`config.mk`:
```
export PLATFORM = sky130hd
export DESIGN_NAME = load_store_unit
export DESIGN_NICKNAME = d
export VERILOG_FILES = /design/src/rtl/load_store_unit.sv
export SDC_FILE = /design/constraint.sdc
export NUM_CORES = 1
export LEC_CHECK = 0
export ABC_AREA = 0
export CAP_MARGIN = 20
export CORE_UTILIZATION = 48
export DETAILED_ROUTE_END_ITERATION = 6
export PLACE_DENSITY = 0.9
export RECOVER_POWER = 25
export SETUP_SLACK_MARGIN = 0.4
export SYNTH_ARGS = -nofsm -noshare
export SYNTH_HDL_FRONTEND = slang
export SYNTH_SLANG_ARGS = --single-unit
```
`constraint.sdc`:
```
create_clock -name clk -period 8.4 [get_ports clk]
set_input_delay 2.52 -clock clk [delete_from_list [all_inputs] [get_ports clk]]
set_output_delay 2.52 -clock clk [all_outputs]
set_load 0.1 [all_outputs]
```
`src/rtl/load_store_unit.sv`:
```
// Memory-access stage: issues one aligned load/store to a valid/ready data port,
// then sign/zero-extends load data into a registered write-back payload.
package load_store_unit_pkg;
    typedef struct packed {
        logic [31:0] data;
        logic        valid;
    } write_back_t;
endpackage

module load_store_unit
    import load_store_unit_pkg::*;
#(
    parameter int unsigned RSP_TIMEOUT = 255
) (
    input  logic        clk,
    input  logic        rst,
    input  logic        req_valid,
    output logic        req_ready,
    input  logic        req_is_load,
    input  logic        req_is_store,
    input  logic [2:0]  req_funct3,
    input  logic [31:0] req_addr,
    input  logic [31:0] req_wdata,
    output logic        mem_req_valid,
    input  logic        mem_req_ready,
    output logic [31:0] mem_addr,
    output logic        mem_we,
    output logic [3:0]  mem_wstrb,
    output logic [31:0] mem_wdata,
    input  logic        mem_rsp_valid,
    input  logic [31:0] mem_rdata,
    output write_back_t wb,
    output logic        busy,
    output logic        fault
);
    localparam logic [1:0] IDLE  = 2'd0;
    localparam logic [1:0] ISSUE = 2'd1;
    localparam logic [1:0] WAIT  = 2'd2;
    localparam logic [1:0] DONE  = 2'd3;
    localparam int unsigned CNT_W = (RSP_TIMEOUT < 2) ? 1 : $clog2(RSP_TIMEOUT + 1);

    logic [1:0]       state_q, state_d;
    logic [CNT_W-1:0] cnt_q, cnt_d;
    logic             is_load_q, is_load_d;
    logic [2:0]       f3_q, f3_d;
    logic [1:0]       lane_q, lane_d;
    logic             req_ready_q, req_ready_d;
    logic             mem_req_valid_q, mem_req_valid_d;
    logic [31:0]      mem_addr_q, mem_addr_d;
    logic             mem_we_q, mem_we_d;
    logic [3:0]       mem_wstrb_q, mem_wstrb_d;
    logic [31:0]      mem_wdata_q, mem_wdata_d;
    write_back_t      wb_q, wb_d;
    logic             busy_q, busy_d;
    logic             fault_q, fault_d;

    logic             single_c, f3_ok_c, align_ok_c;
    logic [3:0]       strb_c;
    logic [31:0]      wdata_c, load_c;
    logic [7:0]       byte_c;
    logic [15:0]      half_c;

    // Request legality and store lane placement, evaluated at the handshake
    always_comb begin
        single_c = req_is_load ^ req_is_store;
        case (req_funct3)
            3'b000, 3'b001, 3'b010: f3_ok_c = 1'b1;
            3'b100, 3'b101:         f3_ok_c = req_is_load;
            default:                f3_ok_c = 1'b0;
        endcase
        case (req_funct3[1:0])
            2'b01:   align_ok_c = ~req_addr[0];
            2'b10:   align_ok_c = (req_addr[1:0] == 2'b00);
            default: align_ok_c = 1'b1;
        endcase
        case (req_funct3[1:0])
            2'b00: begin
                strb_c  = 4'b0001 << req_addr[1:0];
                wdata_c = {4{req_wdata[7:0]}};
            end
            2'b01: begin
                strb_c  = req_addr[1] ? 4'b1100 : 4'b0011;
                wdata_c = {2{req_wdata[15:0]}};
            end
            default: begin
                strb_c  = 4'b1111;
                wdata_c = req_wdata;
            end
        endcase
    end

    always_comb begin
        byte_c = mem_rdata[{lane_q, 3'b000} +: 8];
        half_c = mem_rdata[{lane_q[1], 4'b0000} +: 16];
        case (f3_q)
            3'b000:  load_c = {{24{byte_c[7]}}, byte_c};
            3'b100:  load_c = {24'h0, byte_c};
            3'b001:  load_c = {{16{half_c[15]}}, half_c};
            3'b101:  load_c = {16'h0, half_c};
            default: load_c = mem_rdata;
        endcase
    end

    always_comb begin
        state_d     = state_q;
        cnt_d       = cnt_q;
        is_load_d   = is_load_q;
        f3_d        = f3_q;
        lane_d      = lane_q;
        mem_addr_d  = mem_addr_q;
        mem_we_d    = mem_we_q;
        mem_wstrb_d = mem_wstrb_q;
        mem_wdata_d = mem_wdata_q;
        wb_d        = wb_q;
        fault_d     = 1'b0;
        case (state_q)
            IDLE: begin
                if (req_valid && req_ready_q && single_c) begin
                    if (f3_ok_c && align_ok_c) begin
                        state_d     = ISSUE;
                        is_load_d   = req_is_load;
                        f3_d        = req_funct3;
                        lane_d      = req_addr[1:0];
                        mem_addr_d  = {req_addr[31:2], 2'b00};
                        mem_we_d    = req_is_store;
                        mem_wstrb_d = req_is_store ? strb_c : 4'b0000;
                        mem_wdata_d = wdata_c;
                    end else begin
                        fault_d = 1'b1;
                    end
                end
            end
            ISSUE: begin
                if (mem_req_ready) begin
                    state_d = WAIT;
                    cnt_d   = '0;
                end
            end
            WAIT: begin
                if (mem_rsp_valid) begin
                    state_d = DONE;
                    if (is_load_q) wb_d.data = load_c;
                end else if (RSP_TIMEOUT != 0 && cnt_q == CNT_W'(RSP_TIMEOUT - 1)) begin
                    state_d = IDLE;
                    fault_d = 1'b1;
                end else begin
                    cnt_d = cnt_q + CNT_W'(1);
                end
            end
            default: state_d = IDLE;
        endcase
        req_ready_d     = (state_d == IDLE);
        busy_d          = (state_d != IDLE);
        mem_req_valid_d = (state_d == ISSUE);
        wb_d.valid      = (state_d == DONE) && is_load_d;
    end

    always_ff @(posedge clk or posedge rst) begin
        if (rst) begin
            state_q         <= IDLE;
            cnt_q           <= '0;
            is_load_q       <= 1'b0;
            f3_q            <= 3'b000;
            lane_q          <= 2'b00;
            req_ready_q     <= 1'b1;
            mem_req_valid_q <= 1'b0;
            mem_addr_q      <= 32'h0;
            mem_we_q        <= 1'b0;
            mem_wstrb_q     <= 4'b0000;
            mem_wdata_q     <= 32'h0;
            wb_q            <= '0;
            busy_q          <= 1'b0;
            fault_q         <= 1'b0;
        end else begin
            state_q         <= state_d;
            cnt_q           <= cnt_d;
            is_load_q       <= is_load_d;
            f3_q            <= f3_d;
            lane_q          <= lane_d;
            req_ready_q     <= req_ready_d;
            mem_req_valid_q <= mem_req_valid_d;
            mem_addr_q      <= mem_addr_d;
            mem_we_q        <= mem_we_d;
            mem_wstrb_q     <= mem_wstrb_d;
            mem_wdata_q     <= mem_wdata_d;
            wb_q            <= wb_d;
            busy_q          <= busy_d;
            fault_q         <= fault_d;
        end
    end

    assign req_ready     = req_ready_q;
    assign mem_req_valid = mem_req_valid_q;
    assign mem_addr      = mem_addr_q;
    assign mem_we        = mem_we_q;
    assign mem_wstrb     = mem_wstrb_q;
    assign mem_wdata     = mem_wdata_q;
    assign wb            = wb_q;
    assign busy          = busy_q;
    assign fault         = fault_q;
endmodule

```
### Word level (Yosys, flattened, before mapping)

Index checks and enable logic that the tools add are counted.

* register bits: 120

* add/sub/neg operators: 1
* equality and inequality tests: 17
* shifts and indexed selects: 3
* mux-type cells: 25
* bitwise logic cells: 2
* reductions and logical operators: 17

Operators by type and width (number)
* 32-bit case mux with 4 select lines: 1
* 32-bit case mux with 2 select lines: 1
* 32-bit by 6-bit indexed part select with 16-bit output: 1
* 32-bit by 6-bit indexed part select with 8-bit output: 1
* 8-bit two-way mux: 3
* 8-bit case mux with 2 select lines: 1
* 3-bit equality test, second input constant: 4
* 2-bit two-way mux: 5
* 8-bit by 1-bit adder with 8-bit output, second input constant: 1
* 8-bit equality test, second input constant: 1
* 2-bit zero test: 4
* 4-bit two-way mux: 2
* 4-bit case mux with 2 select lines: 1
* 1-bit two-way mux: 7
* 2-bit by 1-bit equality test with 1-bit output, second input constant: 3
* 2-bit equality test, second input constant: 3
* 3-bit by 1-bit equality test with 1-bit output, second input constant: 2
* 3-bit zero test: 2
* 2-bit inequality test, second input constant: 3
* 1-bit case mux with 2 select lines: 3
* 2-bit case mux with 3 select lines: 1
* 3-bit AND reduction: 2
* 1-bit logical AND: 4
* 4-bit AND reduction: 1
* other kinds (7): 8

### Logic depth before layout (Yosys ltp)

* word-level depth: 9
* depth in mapped cells: 9
* gate-level depth less buffers: 6

### Worst setup path after synthesis

OpenSTA, ideal clock, no wires.

* path kind: input -> register
* from: input port req_funct3[1]
* to: register mem_addr_q[10], in the netlist mem_addr[10]
* setup time: 125 ps
* data arrival time: 3922 ps
* setup slack: 4352 ps
* cell stages on the path: 8
* path buffers: 3
* cell sequence: buf_2 > inv_1 > ha_1 > o311ai_1 > nand3_2 > buf_4 > buf_6 > mux2_4

* longest elaborated chain between the ends: 5
* elaborated cells between the ends (all ways): 13

RTL lines
* start, declared: RTL line 21 `input logic [2:0] req_funct3,`
* 3-bit by 1-bit equality test with 1-bit output (tied with other cells): RTL line 66 `case (req_funct3)`
* 3-bit OR reduction / 2-bit OR reduction (equally long branches): RTL line 66
* 1-bit case mux with 2 select lines: RTL line 66
* 1-bit logical AND *: RTL line 119 `if (f3_ok_c && align_ok_c) begin`
* 3-bit AND reduction (no line) *
* end signal, assigned: RTL line 182 `mem_addr_q <= mem_addr_d;`
* end, declared: RTL line 49 `logic [31:0] mem_addr_q, mem_addr_d;`

Every way passes the cells marked *; elsewhere a longest branch is shown, timed or not.
A chain may end at the register's enable or synchronous reset.

==> flow_summary.rst <==
.. list-table::
   :header-rows: 1

   * - Metric
     - Value
   * - Result of the run
     - complete, but fails checks
   * - Violations in the final reports
     - DRC, capacitance limit, slew limit
   * - TritonCTS clock tree
     - done
   * - Critical Path Fanout Max
     - 76
   * - # resized after CTS
     - 0
   * - Routed wire length per instance
     - about 19 um
   * - Max-capacitance violation count
     - 2
   * - Worst slew margin relative to its limit
     - -0.3137
   * - Simple-gate portion of the synthesized area
     - 0.1479
   * - Buffer cell driving the clock tree root
     - sky130_fd_sc_hd__clkbuf_16
   * - Share of layout cells above drive strength 1
     - 0.1692
   * - Count of standard-cell rows
     - 39
   * - Max Clock Skew
     - around 0.01 ns
   * - Vias per cell
     - between 5 and 6
   * - Sinks on Clock Net
     - between 100 and 150
   * - Predominant post-synthesis flop cell
     - sky130_fd_sc_hd__dfrtp_1
   * - Detailed-router iteration count before antenna repair
     - 7
   * - Netlist area before placement
     - just under 0.006 mm2
   * - Setup repair after global routing missed its margin
     - false
   * - Number of warnings issued by yosys
     - 0
   * - Final weighted congestion in routability-driven placement
     - ~0.91
   * - Final HPWL from detailed placement
     - 11,250 um
   * - Hold buffer count at CTS
     - 0
   * - Path type of the worst min-delay path
     - register to register
   * - Effective utilization at floorplan
     - 0.4989
   * - Mux share of post-synthesis cell area
     - 0.2054
   * - Category of the worst setup path launch point
     - input port
   * - Via total after detailed routing
     - between 4,000 and 5,000
   * - Summed negative setup slack over all endpoints
     - 0 ns
   * - # nets final
     - around 800
   * - Post-route ant nets
     - 0
   * - Setup violations, final
     - 0
   * - Die extent in x
     - between 100 and 150 um
   * - Maximum level of the CTS H-tree
     - 4
   * - Pin count of the biggest net entering global routing
     - 77
   * - Cell types with the largest area share after synthesis
     - sky130_fd_sc_hd__dfrtp_1 (52%), sky130_fd_sc_hd__mux2_2 (9.6%), sky130_fd_sc_hd__mux2_4 (7.8%), sky130_fd_sc_hd__nand2_1 (4.2%), sky130_fd_sc_hd__nand3_1 (2.9%)
   * - Via count of the first global-routing pass
     - around 5,000
   * - Post-synthesis adder-cell area fraction
     - 0.01084
   * - Share of the synthesized area in compound gates (AO/OA/AOI/OAI)
     - 0.07309
   * - Number of standard cells after synthesis
     - between 500 and 600
   * - Endpoints failing hold
     - 0
   * - Area of combinational cells with multiple inputs
     - roughly 0.0025 mm2
   * - Xor and xnor area share after synthesis
     - 0.001518
   * - Total Die Area
     - between 0.01 and 0.015 mm2
   * - Synthesized area per cell
     - roughly 11 um2
   * - Total Wirelength
     - about 16,000 um
   * - I/O pins
     - between 200 and 250
   * - Critical path start-end classification
     - input port to async pin
   * - Final cycle utilization of the critical path
     - 0.6720
   * - Fmax
     - 177.2 MHz
   * - Kind of end point of the critical path
     - async pin
   * - Core footprint
     - 0.01156 mm2
   * - Library cell with the largest summed area after synthesis
     - sky130_fd_sc_hd__dfrtp_1
   * - DR DRC count
     - 15
   * - Final core utilization
     - 0.7382
   * - Antenna cells
     - 0
   * - Sequential standard cell area
     - ~0.003 mm2
   * - Share of the synthesized area in the top cell type
     - 0.5162
   * - Synth Register Bits
     - 120
   * - Quantity of I/O buffers inserted on ports
     - between 200 and 250
   * - Drt initial violations
     - 487
   * - Die span in y
     - 111.6 um
   * - Skew-Pair Late Insertion Delay
     - 0.41 ns
   * - Sequential area share after synthesis
     - 0.5207
   * - Post-synth cell types
     - 48
   * - Data required, critical path
     - roughly 8.6 ns
   * - Setup Fix Bufs, Post-CTS
     - 0
   * - Maximum number of buffers from clock root to sink
     - 2
   * - Measured slew at the worst slew-check pin
     - just under 2 ns
   * - Post-synthesis to final-layout area growth
     - 47.97%
   * - Ys async rst share
     - 1.000
   * - Commonest cells in the netlist
     - sky130_fd_sc_hd__dfrtp_1 (119), sky130_fd_sc_hd__nand2_1 (64), sky130_fd_sc_hd__mux2_2 (49), sky130_fd_sc_hd__nand3_1 (33), sky130_fd_sc_hd__mux2_4 (30)
   * - Overall Global Routing Usage
     - 0.2728
   * - Number of CTS-inserted buffers
     - 17
   * - Number of flops mapped to enable cells by yosys
     - 0
   * - Leading cell type by number of instances after synthesis
     - sky130_fd_sc_hd__dfrtp_1
   * - Min Tclk post-route
     - 5.644 ns
   * - Antenna violations before repair
     - 0
   * - Max-slew violation count
     - between 100 and 150
   * - Number of inserted filler cells in the final layout
     - 797
   * - Clock transition at the registers of the reported paths
     - around 0.050 ns
   * - Global-route wire length before repair
     - 26,320 um
   * - Dominant combinational cell family by area after synthesis
     - multiplexers
   * - Grt total ovfl
     - 0
   * - Crit path DAT
     - 5.80 ns
## through the flow
| stage | hold WS, ns | instances | worst slack (ns) | instance area [um2] |
|---|---|---|---|---|
| 6_report | 0.4794 | 858 | 2.756 | 8537 |
| 2_1_floorplan | 0.4484 | 504 | 2.696 | 5773 |
| 3_3_place_gp | 0.4608 | 826 | 2.744 | 7903 |
| 5_1_grt | 0.5136 | 858 | 2.103 | 8537 |
| 3_5_place_dp | 0.4787 | 826 | 2.603 | 7903 |
| 4_1_cts | 0.4842 | 858 | 3.015 | 8546 |
## cell families (layout without fill, tap and decap cells)
| logic type | Yosys count | after routing |
|---|---|---|
| AO/OA/AOI/OAI | 63 | 63 |
| XOR/XNOR | 1 | 1 |
| adder cells (fa/ha/maj) | 5 | 5 |
| AND/OR/NAND/NOR | 169 | 169 |
| flip-flops | 120 | 120 |
| multiplexers | 96 | 96 |
| other | 1 | 2 |
| buffers and inverters | 48 | 259 |
## layout make-up
type,instances,share of cell area
flip-flops and latches,120,0.3519
multi-input cells,336,0.2977
repair buffers,212,0.2474
clock buffers,25,0.05921
well taps,143,0.02096
clock inverters,7,0.01612
inverters,15,0.006742
## placed cells by master, fill, tap and decap left out, types with 9 or more instances in the layout
master                            synthesis  final
sky130_fd_sc_hd__a21oi_1                 12     12
sky130_fd_sc_hd__clkbuf_16                0     17
sky130_fd_sc_hd__clkdlybuf4s50_1          0    207
sky130_fd_sc_hd__dfrtp_1                119    119
sky130_fd_sc_hd__inv_1                   15     14
sky130_fd_sc_hd__mux2_2                  49     49
sky130_fd_sc_hd__mux2_4                  30     30
sky130_fd_sc_hd__mux2i_1                 16     16
sky130_fd_sc_hd__nand2_1                 64     64
sky130_fd_sc_hd__nand3_1                 33     33
sky130_fd_sc_hd__nor2_1                  16     16
sky130_fd_sc_hd__nor2b_1                 10     10
sky130_fd_sc_hd__nor3b_1                  8      9
sky130_fd_sc_hd__o21ai_0                 19     19
## state kept, by name, indices dropped and copies added (netlist names)
name,cells
fault,1
cnt_q,8
f3_q,3
wb,33
mem_req_valid,1
mem_wdata,32
mem_wstrb,4
mem_we,1
req_ready,1
mem_addr,30
state_q,2
lane_q,2
busy,1
is_load_q,1
## path summary, 6_finish.rpt
check / endpoint / start / slack [ns] / cells after the start
min in group asynchronous: mem_addr[12]$_DFFE_PP0P_ / rst / 3.07 / 2
max in group clk: mem_addr[10]$_DFFE_PP0P_ / req_funct3[1] / 3.02 / 7
setup / recovery: mem_wdata[24]$_DFFE_PP0P_ / rst / 2.76 / 3
hold reg to reg: cnt_q[6]$_DFFE_PP0P_ / cnt_q[6]$_DFFE_PP0P_ / 0.48 / 1
hold / removal: cnt_q[6]$_DFFE_PP0P_ / cnt_q[6]$_DFFE_PP0P_ / 0.48 / 1
setup reg to reg: wb[1]$_DFFE_PP0P_ / state_q[0]$_DFF_PP0_ / 5.32 / 5
## critical path, stage by stage
cell and delay, ns:
sky130_fd_sc_hd__dlygate4sd3_1 0.55, sky130_fd_sc_hd__clkinvlp_2 1.13, sky130_fd_sc_hd__clkbuf_2 1.54
## layer usage
metal / global-route usage / wire [um]
met1: 0.3137 / 6305
met2: 0.4683 / 8296
met3: 0.09581 / 1371
met4: 0.1009 / 338
met5: 0 / 0
Power is left out: the tool's default activity adds up to more than one toggle a clock period on the data nets, which glitch-free logic cannot reach.
